**src/rtl/div_ratio_sched.sv**
```systemverilog
// Round-robin ratio scheduler for a shared programmable clock divider.
// New ratios are applied only at a divider period boundary, so div_clk never produces a runt pulse.
module div_ratio_sched #(
  parameter int NREQ    = 4,
  parameter int DW      = 8,
  parameter int DEF_DIV = 10
) (
  input  logic                     clk,
  input  logic                     rst_n,
  input  logic [NREQ-1:0]          req,
  input  logic [NREQ*DW-1:0]       div_in,
  output logic [NREQ-1:0]          gnt,
  output logic                     err,
  output logic                     busy,
  output logic [DW-1:0]            cur_div,
  output logic [$clog2(NREQ)-1:0]  owner,
  output logic                     div_clk,
  output logic                     div_tick
);

  localparam int IW = $clog2(NREQ);

  typedef enum logic [1:0] {IDLE, WAIT, DONE, ERR} state_t;

  state_t            state;
  logic [DW-1:0]     cnt;
  logic [DW-1:0]     pend;
  logic              wrap;

  logic [IW-1:0]     win;
  logic [IW-1:0]     cand;
  logic              found;
  logic [DW-1:0]     win_div;
  logic [NREQ-1:0]   win_oh;
  logic [NREQ-1:0]   own_oh;
  int                rr_idx;

  // Last count of the current period; the only edge where a new ratio may be loaded.
  assign wrap = (cnt == cur_div - DW'(1));

  // NOTE: asynchronous active-low reset; every flop gets a defined value here.
  always_ff @(posedge clk or negedge rst_n) begin
    if (!rst_n) begin
      cnt      <= '0;
      div_clk  <= 1'b0;
      div_tick <= 1'b0;
    end else begin
      cnt      <= wrap ? '0 : cnt + DW'(1);
      div_clk  <= (cnt < (cur_div >> 1));
      div_tick <= wrap;
    end
  end

  // Round-robin search starting just after the last owner.
  // NOTE: combinational logic uses blocking '=' with a default for every variable, so no latch is inferred.
  always_comb begin
    win    = '0;
    cand   = '0;
    found  = 1'b0;
    rr_idx = 0;
    for (int k = 1; k <= NREQ; k++) begin
      rr_idx = (int'(owner) + k) % NREQ;
      cand   = IW'(rr_idx);
      if (!found && req[cand]) begin
        found = 1'b1;
        win   = cand;
      end
    end
  end

  assign win_div = div_in[win*DW +: DW];
  assign win_oh  = NREQ'(1) << win;
  assign own_oh  = NREQ'(1) << owner;

  // NOTE: sequential state uses non-blocking '<=' so all flops update from pre-edge values.
  always_ff @(posedge clk or negedge rst_n) begin
    if (!rst_n) begin
      state   <= IDLE;
      owner   <= IW'(NREQ - 1);
      pend    <= '0;
      cur_div <= DW'(DEF_DIV);
      gnt     <= '0;
      err     <= 1'b0;
      busy    <= 1'b0;
    end else begin
      gnt <= '0;
      err <= 1'b0;
      case (state)
        IDLE: begin
          if (found) begin
            owner <= win;
            pend  <= win_div;
            busy  <= 1'b1;
            if (win_div < DW'(2)) begin
              state <= ERR;
              gnt   <= win_oh;
              err   <= 1'b1;
            end else begin
              state <= WAIT;
            end
          end
        end
        WAIT: begin
          if (!req[owner]) begin
            state <= IDLE;
            busy  <= 1'b0;
          end else if (wrap) begin
            // Divider counter wraps to 0 on this same edge, so the new period starts cleanly.
            cur_div <= pend;
            state   <= DONE;
            gnt     <= own_oh;
          end
        end
        DONE, ERR: begin
          state <= IDLE;
          busy  <= 1'b0;
        end
        default: state <= IDLE;
      endcase
    end
  end

endmodule

```
**config.mk**
```make
export PLATFORM = sky130hd
export DESIGN_NAME = div_ratio_sched
export DESIGN_NICKNAME = d
export VERILOG_FILES = /design/src/rtl/div_ratio_sched.sv
export SDC_FILE = /design/constraint.sdc
export NUM_CORES = 1
export LEC_CHECK = 0
export ABC_AREA = 1
export CORE_AREA = 2 2 75 77
export DETAILED_ROUTE_END_ITERATION = 8
export DIE_AREA = 0 0 77 79
export HOLD_SLACK_MARGIN = 0.08
export PLACE_DENSITY = 0.8
export SLEW_MARGIN = 20
export SYNTH_ARGS = -nofsm -noshare
export SYNTH_HDL_FRONTEND = slang
export SYNTH_SLANG_ARGS = --single-unit
```
**constraint.sdc**
```tcl
create_clock -name clk -period 2.95 [get_ports clk]
set_input_delay 0.295 -clock clk [delete_from_list [all_inputs] [get_ports clk]]
set_output_delay 0.295 -clock clk [all_outputs]
set_load 0.01 [all_outputs]
```
==> flow_summary.toml <==
[clocking]
cts_setup_buffers = 0
cts.sinks = 36
htreeDepth = 2
root_buffer = "clkbuf_8"
cts_tree = "done"
cts_inserted_buffers = 5
cts.clk_slew.worst_paths_ns = 0.07
clockBufferDepth = 2
clk_latency_ns = 0.29

[detailed_routing]
postRouteAntennaNets = 0
vias = 2417
drc = 0
first_pass_iters = 6
drt_iter0_drc = 128
routedWlPerCell_um = 12.5
routed_wl_mm = 6.00
routed_via_density = 5.02

[sta]
hold_violations = 0
worstMarginPinSlew_ns = 0.447
layout_min_cycle_time_ns = 2.70
fmaxAchievable_mhz = 371
period_share_pct = 91.4
setup_violations = 0
fin_skew_ns = 0.00819
max_slew_margin_pct = 70.2
layout_setup_ws_ns = 0.255
slew_violations = 0

[job]
cap_violations = 0

[yosys]
synthArstFlopShare_pct = 100
ys_warn_count = 0
ys.flop_type = "dfrtp_1"
synth_area_leaders = "dfrtp_1 31%, nand2_1 17%, ha_1 5.7%"
synth_area_sq_um = 2610
synth_edf_count = 0
syn-mean-instance-area_sq_um = 7.46
syn_inst = 350
synth_common_cells = "115 x nand2_1, 36 x inv_1, 32 x dfrtp_1"
synth_seq_cells = 36
yosysTopAreaCell = "dfrtp_1"
synth_cell_type_count = 36
ys_seq_area_share_pct = 34.7
syn_nets = 400
yosysMostFrequentCell = "nand2_1"
synth_top_area_share_pct = 30.7

[global_route]
grt_antenna_before_repair = 0
grt_pass1_wl_mm = 10.2
grt_pass1_vias = 2321
grt.overflow.total = 0
grt_max_degree = 37
grtUsageTotal_pct = 21.0

[place]
placedCellCount = 473
pre_cts_slack_ns = 0.119
portBuffers = 55
routabilityCongestion = 0.878
dp_hpwl_mm = 4.85

[layout]
final-seq-area_sq_um = 906
antenna_cells = 0
fin_nets = 458
area_delta_synth_final_pct = 27.9
drive_gt1_share_pct = 13.2
stdcell_count = 481
nFillCells = 499
multiInputGateArea_sq_um = 1490

[die]
rows = 27
die_w_um = 77
die_h_um = 79
num_io_pins = 56
coreArea_sq_um = 5340
die_area_sq_um = 6080
start_util_pct = 48.9

[worst_setup_path]
cp.required_ns = 3.18
startpoint_type = "flip-flop"
cp-startpoint = "owner[1]"
path_buf_inv = 3
arrival_ns = 2.92
crit_path_frequent_cell = "nand2_1"
r2r_start = "owner[1]"
crit_chain = "inv_1, ha_4, inv_1, nand3_1, nand2_2, nand2_1, nand2_1, nand2_1, nand2_1, nand2_4, inv_2, nand3_1, nand2_1, nor2_2, nand2_1, nor2_4, nand3_1, nand2_1"
cp_max_fo = 13
slowest_delay_ns = 0.61
cpLargestDelayFamily = "simple AND/OR/NAND/NOR gates"
crit_path_top_delay_cell = "dfstp_2"
worst_setup_path_end_kind = "flip-flop"
path_class = "flip-flop to flip-flop"

[status]
status = "complete, no violations"

[hold_path]
hold_path_class = "primary input to async pin"

[pwr]
p_per_area_nw_per_um2 = 1210
p_leak_nw = 1.69
ir_drop_uv = 895
==> final timing paths <==
kind	end	cells past startpoint	slack, ns
min in group clk	busy	2	0.48
setup / recovery	gnt[0]	18	0.25
hold / removal	cnt[2]	2	0.42
max in group asynchronous	cur_div[1]	2	2.18
setup reg to reg	gnt[0]	18	0.25
hold reg to reg	busy	2	0.48
==> per-layer routing <==
layer  GRT usage (%)  vias up  part of all wire, %
met5               0        -                    0
met4            8.04        0                  2.4
met3            3.86       11                  3.9
met2            36.9       69                   49
met1            25.8     1100                   45
li1                -     1237                    -
==> layout make-up <==
type,count,share of cell area (%)
Clock buffer,5,2.06
Clock inverter,3,1.27
Inverter,40,4.79
Multi-Input combinational cell,266,44.7
Sequential cell,36,27.1
Tap cell,72,2.70
Timing Repair Buffer,59,17.4
==> sequential cells by signal, summed over array words and instances, names as in the netlist <==
signal / cells
cnt: 8
cur_div: 8
pend: 8
gnt: 4
owner: 2
state: 2
busy: 1
div_clk: 1
div_tick: 1
err: 1
==> kinds of logic after synthesis <==
group,after synthesis,share of synthesized area (%)
xor+xnor,12,4.02
simple gates,209,39.8
flops,36,34.7
buf+inv,48,9.05
fa+ha+maj,12,5.75
compound gates,33,6.75
==> where the power goes <==
part	internal, W	leakage, nW	switching [W]
registers	0.000653	0.448	0.000110
clock network	0.000250	0.0541	0.000176
logic	0.00101	1.19	0.00186
total	0.00191	1.69	0.00214
==> through the flow <==
step / setup TNS, ns / util [%] / area, sq um / hold WS (ns) / power (W)
floorplan: 0 / - / 2610 / -0.000591 / 0.00310
finish: 0 / 62.6 / 3340 / 0.420 / 0.00406
detailed placement: 0 / 60.1 / 3210 / 0.465 / 0.00357
global route: -0.0149 / 62.6 / 3340 / 0.454 / 0.00446
CTS: 0 / 62.2 / 3320 / 0.429 / 0.00401
global placement: 0 / 60.1 / 3210 / 0.462 / 0.00347
==> what timing repair did <==
action / in CTS / in global routing
hold buffers: 0 / 0
endpoints found under the setup margin: 0 / 6
resized for setup: 0 / 3
==> layout by cell type, fill, tap and decap left out, drive strengths merged <==
| cell | n |
|---|---|
| nand2 | 134 |
| clkdlybuf4s50 | 55 |
| inv | 40 |
| nand3 | 33 |
| dfrtp | 32 |
| nor2 | 24 |
| o21ai | 20 |
| ha | 12 |
| nand4 | 8 |
| a21oi | 8 |
| xor2 | 7 |
| nor3 | 5 |
| xnor2 | 5 |
| clkbuf | 5 |
| dfstp | 4 |
| buf | 4 |
| nand3b | 2 |
| or2 | 1 |
| nor4 | 1 |
| and3 | 1 |
| a21boi | 1 |
| o211ai | 1 |
| o21bai | 1 |
| a211oi | 1 |
| a31oi | 1 |
| clkinv | 1 |
| clkinvlp | 1 |
| bufinv | 1 |
Note: power is estimated with default switching activity, not from simulation.
